--- src/rtl/riscv_mem_pkg.sv ---
// Shared constants for the riscv instruction/data memory responder.
package riscv_mem_pkg;
   localparam int unsigned XLEN = 32;
   localparam logic [XLEN-1:0] NOP = 32'h0000_0013;

   localparam logic [2:0] F3_B  = 3'b000;
   localparam logic [2:0] F3_H  = 3'b001;
   localparam logic [2:0] F3_W  = 3'b010;
   localparam logic [2:0] F3_BU = 3'b100;
   localparam logic [2:0] F3_HU = 3'b101;
endpackage

--- src/rtl/mem_lane_align.sv ---
// Lane select with sign/zero extension for loads, lane replication and byte
// enables for stores, and the misalignment decode both paths depend on.
module mem_lane_align
   import riscv_mem_pkg::*;
(
   input  logic [2:0]      funct3,
   input  logic [1:0]      lane,
   input  logic [XLEN-1:0] word,
   input  logic [XLEN-1:0] write_data,
   output logic [XLEN-1:0] load_data,
   output logic [XLEN-1:0] store_word,
   output logic [3:0]      byte_en,
   output logic            misaligned
);
   logic [7:0]  byte_sel;
   logic [15:0] half_sel;

   always_comb begin
      byte_sel   = word[{lane, 3'b000} +: 8];
      half_sel   = word[{lane[1], 4'b0000} +: 16];
      misaligned = ((funct3[1:0] == 2'b01) && lane[0]) ||
                   ((funct3[1:0] == 2'b10) && (lane != 2'b00));

      case (funct3)
         F3_B:    load_data = {{24{byte_sel[7]}}, byte_sel};
         F3_H:    load_data = {{16{half_sel[15]}}, half_sel};
         F3_BU:   load_data = {24'h00_0000, byte_sel};
         F3_HU:   load_data = {16'h0000, half_sel};
         default: load_data = word;
      endcase

      // Store data is replicated across lanes so the enables alone pick the target.
      case (funct3)
         F3_B: begin
            byte_en    = 4'b0001 << lane;
            store_word = {4{write_data[7:0]}};
         end
         F3_H: begin
            byte_en    = lane[1] ? 4'b1100 : 4'b0011;
            store_word = {2{write_data[15:0]}};
         end
         F3_W: begin
            byte_en    = 4'b1111;
            store_word = write_data;
         end
         default: begin
            byte_en    = 4'b0000;
            store_word = '0;
         end
      endcase
   end
endmodule

--- config.mk ---
export PLATFORM = sky130hd
export DESIGN_NAME = mem_lane_align
export DESIGN_NICKNAME = d
export VERILOG_FILES = /design/src/rtl/riscv_mem_pkg.sv /design/src/rtl/mem_lane_align.sv
export SDC_FILE = /design/constraint.sdc
export NUM_CORES = 1
export LEC_CHECK = 0
export ABC_CLOCK_PERIOD_IN_PS = 3100
export CORE_MARGIN = 10
export CORE_UTILIZATION = 31
export DETAILED_ROUTE_END_ITERATION = 7
export PLACE_DENSITY = 0.89
export SETUP_SLACK_MARGIN = 0.02
export SLEW_MARGIN = 20
export SYNTH_ARGS = -nofsm -noshare
export SYNTH_HDL_FRONTEND = slang
export SYNTH_SLANG_ARGS = --single-unit
export TNS_END_PERCENT = 5
--- constraint.sdc ---
create_clock -name vclk -period 3.1
set_input_delay 0.62 -clock vclk [all_inputs]
set_output_delay 0.62 -clock vclk [all_outputs]
set_load 0.005 [all_outputs]
==> flow_summary_export.csv, run 1 <==
group,metric,value,unit
logic_synthesis,synth_top_cells_by_area,"sky130_fd_sc_hd__a21oi_1 (13%), sky130_fd_sc_hd__nand2_1 (13%), sky130_fd_sc_hd__nor2_1 (12%)",
logic_synthesis,post_synth.cell_area_avg,5.65,µm²
floorplan,floorplan.initialDensity,32.8,%
clock_tree,postCtsHoldBufs,0,
placed_design,port_bufs,138,
floorplan,ios,138,
placed_design,place_area,0.00276,mm²
setup_path,crit_path_top_delay_cell,"sky130_fd_sc_hd__clkdlybuf4s50_1",
cells_and_area,seq_area,0,µm²
logic_synthesis,yosys.cell_count.top_type,"sky130_fd_sc_hd__nand2_1",
setup_path,critical_path.max_stage_delay,0.46,ns
cells_and_area,share_of_cells_above_drive_strength_1,11.6,%
global_route,grt_max_degree,24,
pwr,power.leakage,0.00128,µW
setup_path,critPathTopFamily,"buffers and inverters",
logic_synthesis,synth.top_cells.by_count,"sky130_fd_sc_hd__nand2_1 (42), sky130_fd_sc_hd__nor2_1 (40), sky130_fd_sc_hd__a21oi_1 (32)",
flow_run,maxcap_viol_count,0,
pwr,switchingPower,174,µW
logic_synthesis,synth_xor_area_share,0,%
timing,slew_headroom,69.0,%
setup_path,worstSetupEndpoint,"load_data[14]",
timing,slew_at_the_pin_closest_to_its_max_slew_limit,0.465,ns
global_route,vias_in_the_first_global_route,2046,
logic_synthesis,synthDistinctLibCells,27,
cells_and_area,final.clkbuf_count,0,
timing,timing.final.ws_setup,0.124,ns
timing,slew_viol_final,0,
pwr,irDropWorstVdd,0.000117,V
logic_synthesis,post_synth_mux_area_share,9.00,%
placed_design,dp.final_hpwl,5.87,mm
timing,timing.final.crit_period,2.98,ns
cells_and_area,areaGrowthSynthToFinish,127,%
global_route,gr-total-overflow,0,
route,route.antenna.remaining_nets,0,
logic_synthesis,syn-instance-count,219,
pwr,power.sequential.fraction,0,%
setup_path,setup.worst_path.end_class,"primary output",
logic_synthesis,syn_area,0.00124,mm²
floorplan,die_height,83.2,µm
cells_and_area,layout.filler_cells,310,
setup_path,critical_path.n_buffers_inverters,2,
global_route,grt_use_total,18.1,%
timing,rsz0062_at_grt,"false",
setup_path,crit_required,2.48,ns
floorplan,die_x,83.2,µm
timing,setup_viol,0,
timing,min_period_over_period,96.0,%
pwr,power_per_cell_area,161,mW/mm²
setup_path,timing.setup.critical_path_class,"input port to primary output",
pwr,clock_power_share,0,%
pwr,power,453,µW
setup_path,worstPathCellList,"clkdlybuf4s50_1, mux2_4, o2bb2ai_2, nand2b_4, a22o_1, clkdlybuf4s50_1",
logic_synthesis,synth_fa_ha_area_share,0,%
setup_path,worst_ep_arrival_time,2.36,ns
pwr,power_frac_comb,100.0,%
pwr,switching_share,38.4,%
route,drtIter0Drc,158,
setup_path,critical_path.most_common_cell,"sky130_fd_sc_hd__clkdlybuf4s50_1",
route,detail_route.wl_per_cell,17.4,µm
global_route,antenna_found_initial,0,
setup_path,critical_path_cell_count,6,
timing,max_freq,336,MHz
setup_path,crit_fanout,8,
worst_hold_path,timing.hold.worst.class,"input port to primary output",
setup_path,cp-startpoint,"word[15]",
logic_synthesis,main_combinational_cell_family_by_area_after_synthesis,"compound AO/OA/AOI/OAI gates",
placed_design,worst_slack_at_placement,-0.0654,ns
placed_design,cell_count_after_placement,407,
logic_synthesis,synth_top_area_share,12.9,%
logic_synthesis,synth_compound_gate_area_share,42.3,%
logic_synthesis,postSynthNetCount,288,
cells_and_area,n_antenna_cell,0,
route,via_per_inst,5.21,
logic_synthesis,post-synth-top-area-cell,"sky130_fd_sc_hd__a21oi_1",
cells_and_area,post-route-util,74.5,%
route,dr.pass1.iters,5,
logic_synthesis,share_of_the_yosys_chip_area_belonging_to_registers,0,%
placed_design,gpl.final_weighted_congestion,0.832,
cells_and_area,multi_input_comb_area,0.00113,mm²
floorplan,die_area,0.00692,mm²
floorplan,placement_rows,22,
route,route.detailed.drc,0,
pwr,internal_power,279,µW
cells_and_area,number_of_nets_at_the_end_of_the_flow,432,
route,via_count,2131,
cells_and_area,final_cells,409,
cells_and_area,design.seq.count,0,
logic_synthesis,post_synth_and_or_nand_nor_area_fraction,39.1,%
floorplan,design.core.area,0.00377,mm²
global_route,grt_first_pass_wirelength,10.9,mm
timing,timing.final.hold_violations,0,
setup_path,setup.worst_path.start_class,"input port",
logic_synthesis,synth-warning-count,0,
route,drt-total-wl,7.11,mm
outcome,outcome,"finished clean",
cells_and_area,final_cell_area,0.00281,mm²
layout make-up:
class              count  area share (%)
multi-input cells    196            40.2
inverters              2           0.267
repair buffers       163            57.4
well taps             48            2.14
worst min-delay path: cells and delay by family:
kind	cells	cell delay (ns)
buffers and inverters	3	0.54
AND/OR/NAND/NOR	1	0.09
routing by layer:
layer | GRT usage (%) | vias to the layer above | part of all wire, %
met5 | 0 | - | 0
met4 | 2.77 | 0 | 1.1
met3 | 4.30 | 8 | 7.3
met2 | 33.0 | 86 | 52
met1 | 20.9 | 988 | 39
li1 | - | 1049 | -
per-stage QoR:
step	hold slack, ns	setup TNS (ns)
floorplan	1.33	0
global placement	2.15	0
detailed placement	2.15	-0.266
CTS	2.16	0
global route	1.92	0
finish	1.88	0
placed cells by master (no fill, tap or decap), types with 2 or more instances in the layout:
cell type,count
sky130_fd_sc_hd__nor2_1,40
sky130_fd_sc_hd__mux2_2,5
sky130_fd_sc_hd__o21a_1,2
sky130_fd_sc_hd__a21oi_1,32
sky130_fd_sc_hd__o21ai_0,5
sky130_fd_sc_hd__a2bb2oi_1,16
sky130_fd_sc_hd__o21ai_1,5
sky130_fd_sc_hd__nand2_1,42
sky130_fd_sc_hd__clkdlybuf4s50_1,127
sky130_fd_sc_hd__dlymetal6s2s_1,9
sky130_fd_sc_hd__buf_12,2
sky130_fd_sc_hd__a22o_1,8
sky130_fd_sc_hd__buf_2,2
sky130_fd_sc_hd__inv_2,2
sky130_fd_sc_hd__nor2b_1,11
sky130_fd_sc_hd__buf_4,21
sky130_fd_sc_hd__mux2i_1,4
sky130_fd_sc_hd__and2_1,9
sky130_fd_sc_hd__a22oi_1,5
power groups by stage:
stage          Sequential (µW)  Clock, µW  Combinational (µW)
2_1_floorplan                0          0                 172
3_3_place_gp                 0          0                 445
3_5_place_dp                 0          0                 452
4_1_cts                      0          0                 454
5_1_grt                      0          0                 489
6_report                     0          0                 453
logic make-up (layout without fill, tap and decap cells):
group,count (synthesis),in the layout
buffers and inverters,23,165
AO/OA/AOI/OAI,78,78
multiplexers,10,10
AND/OR/NAND/NOR,108,108
worst min path at each step:
stage	start	endpoint	slack (ns)	cells after the start
after global routing	funct3[2]	store_word[15]	1.92	4
after floorplan	lane[0]	misaligned	1.33	2
after detailed placement	funct3[1]	byte_en[1]	2.15	3
final	funct3[2]	store_word[15]	1.88	4
after CTS	funct3[1]	byte_en[1]	2.16	3
after global placement	funct3[1]	byte_en[1]	2.15	3
timing repair:
action                     4_1_cts  5_1_grt
resized for setup                2       12
cloned                           0        1
pin swaps                        0        1
buffers inserted                 0        1
setup endpoints to repair       22       41
No activity file was read; power rests on OpenSTA's default activity.
==> run 2, diff against run 1 <==
--- a/config.mk
+++ b/config.mk
@@ -10,8 +10,8 @@
 export CORE_UTILIZATION = 31
 export DETAILED_ROUTE_END_ITERATION = 7
 export PLACE_DENSITY = 0.89
-export SETUP_SLACK_MARGIN = 0.02
-export SLEW_MARGIN = 20
+export SETUP_SLACK_MARGIN = 0.05
+export SLEW_MARGIN = 15
 export SYNTH_ARGS = -nofsm -noshare
 export SYNTH_HDL_FRONTEND = slang
 export SYNTH_SLANG_ARGS = --single-unit
==> run 2 against run 1 <==
Worst setup slack improved by 0.0055 ns. Final area is 0.18% lower. Sequential share of layout area stayed put.
==> flow_summary_export.csv, run 2 (synthesis results as in run 1) <==
group,metric,value,unit
placed_design,worst_slack_at_placement,-0.0654,ns
worst_hold_path,min_from,"word[2]",
route,via_per_inst,5.15,
route,highest-signal-layer,"met4",
cells_and_area,n_antenna_cell,0,
global_route,grt_first_pass_wirelength,10.9,mm
timing,max_freq,337,MHz
setup_path,crit_path_top_delay_cell,"sky130_fd_sc_hd__clkdlybuf4s50_1",
cells_and_area,design.seq.count,0,
floorplan,design.core.area,0.00377,mm²
route,route.antenna.remaining_nets,0,
timing,timing.final.hold_violations,0,
cells_and_area,seq_area,0,µm²
floorplan,die_area,0.00692,mm²
placed_design,gpl.final_weighted_congestion,0.832,
route,met2_length,3.63,mm
setup_path,critical_path.n_buffers_inverters,2,
global_route,grt_max_degree,24,
cells_and_area,share_of_cells_above_drive_strength_1,11.9,%
worst_hold_path,timing.hold.worst.class,"input port to primary output",
setup_path,worstPathCellList,"clkdlybuf4s50_1, mux2_4, o2bb2ai_2, nand2b_4, a22o_1, clkdlybuf4s50_1",
cells_and_area,post-route-util,74.4,%
floorplan,ios,138,
route,drt-total-wl,7.03,mm
route,via_count,2107,
global_route,antenna_found_initial,0,
global_route,vias_in_the_first_global_route,2070,
cells_and_area,final.clkbuf_count,0,
timing,finalHoldWorstSlack,1.90,ns
route,dr_wl_met3,480,µm
setup_path,setup.worst_path.start_class,"input port",
pwr,power_per_cell_area,161,mW/mm²
pwr,irDropWorstVdd,0.000112,V
setup_path,critical_path.max_stage_delay,0.46,ns
route,drtIter0Drc,149,
timing,slew_viol_final,0,
timing,setup_viol,0,
worst_hold_path,worst_hold_path.endpoint,"load_data[2]",
setup_path,worst_ep_arrival_time,2.35,ns
timing,slew_at_the_pin_closest_to_its_max_slew_limit,0.436,ns
global_route,gr-total-overflow,0,
cells_and_area,mostFrequentLayoutCells,"sky130_fd_sc_hd__clkdlybuf4s50_1 (127), sky130_fd_sc_hd__nand2_1 (42), sky130_fd_sc_hd__nor2_1 (40), sky130_fd_sc_hd__a21oi_1 (32), sky130_fd_sc_hd__buf_4 (21)",
floorplan,floorplan.initialDensity,32.8,%
setup_path,setup.worst_path.end_class,"primary output",
setup_path,crit_required,2.48,ns
route,route.detailed.drc,0,
floorplan,die_height,83.2,µm
timing,timing.final.crit_period,2.97,ns
setup_path,critPathTopFamily,"buffers and inverters",
route,dr.pass1.iters,4,
cells_and_area,layout_commonest_cell,"sky130_fd_sc_hd__clkdlybuf4s50_1",
placed_design,dp.final_hpwl,5.87,mm
worst_hold_path,holdPathStages,4,
timing,slew_headroom,70.9,%
placed_design,port_bufs,138,
setup_path,crit_fanout,8,
floorplan,die_x,83.2,µm
outcome,outcome,"finished clean",
pwr,power.leakage,0.00126,µW
setup_path,critical_path.most_common_cell,"sky130_fd_sc_hd__clkdlybuf4s50_1",
global_route,grt_use_total,18.2,%
setup_path,timing.setup.critical_path_class,"input port to primary output",
cells_and_area,number_of_nets_at_the_end_of_the_flow,432,
timing,rsz0062_at_grt,"false",
route,detail_route.wl_per_cell,17.2,µm
timing,timing.final.ws_setup,0.130,ns
floorplan,placement_rows,22,
flow_run,maxcap_viol_count,0,
timing,min_period_over_period,95.8,%
route,detail_route.wirelength.met1,2.79,mm
cells_and_area,areaGrowthSynthToFinish,127,%
run 2: cell types whose count changed in the layout (fill, tap and decap cells not counted):
cell,before,now
sky130_fd_sc_hd__nor2_2,1,2
sky130_fd_sc_hd__mux2i_2,0,1
sky130_fd_sc_hd__dlymetal6s2s_1,9,8
sky130_fd_sc_hd__nor2_4,1,0
sky130_fd_sc_hd__mux2i_1,4,3
sky130_fd_sc_hd__dlygate4sd2_1,1,2
run 2: per-layer routing:
metal | global-route usage, % | up-vias
li1 | - | 1045
met1 | 20.8 | 969
met2 | 32.8 | 81
met3 | 4.69 | 12
met4 | 3.54 | 0
met5 | 0 | -
run 2: layout make-up:
cell class / instances / area (µm²)
timing repair buffer: 163 / 1610
fill: 307 / 967
inverter: 2 / 7.51
multi-input combinational: 196 / 1130
tap: 48 / 60.1
run 2: stage by stage:
stage                     total power [µW]  instances  TNS [ns]  cell area, µm²
after floorplan                        172        219         0            1240
after global placement                 445        407         0            2760
after detailed placement               452        407    -0.266            2760
after CTS                              455        408         0            2770
after global routing                   489        409         0            2800
final                                  452        409         0            2800
run 2: timing repair:
item                       CTS  global route
hold buffers                 0             0
cloned                       0             1
setup endpoints to repair   31            47
buffers inserted             1             0
gates resized for setup      4            10
pin swaps                    0             1
run 2: tightest hold or removal path: cells and delay by family:
| kind | cells | cell delay, ns |
|---|---|---|
| buf+inv | 2 | 0.55 |
| compound gates | 1 | 0.06 |
| simple gates | 1 | 0.05 |
run 2: worst max-delay path by stage:
| stage | slack [ns] | startpoint | depth (start not counted) | to |
|---|---|---|---|---|
| detailed placement | -0.07 | lane[0] | 8 | load_data[6] |
| floorplan | 0.92 | funct3[2] | 6 | load_data[10] |
| finish | 0.13 | word[15] | 6 | load_data[8] |
| global placement | 0.01 | lane[0] | 8 | load_data[5] |
| CTS | 0.05 | funct3[0] | 8 | load_data[6] |
| global route | 0.07 | word[15] | 6 | load_data[8] |
run 2: power by group:
group          switching, µW  leakage [µW]  internal [µW]  total, µW
logic                    173       0.00126            279        452
registers                  0             0              0          0
clock network              0             0              0          0
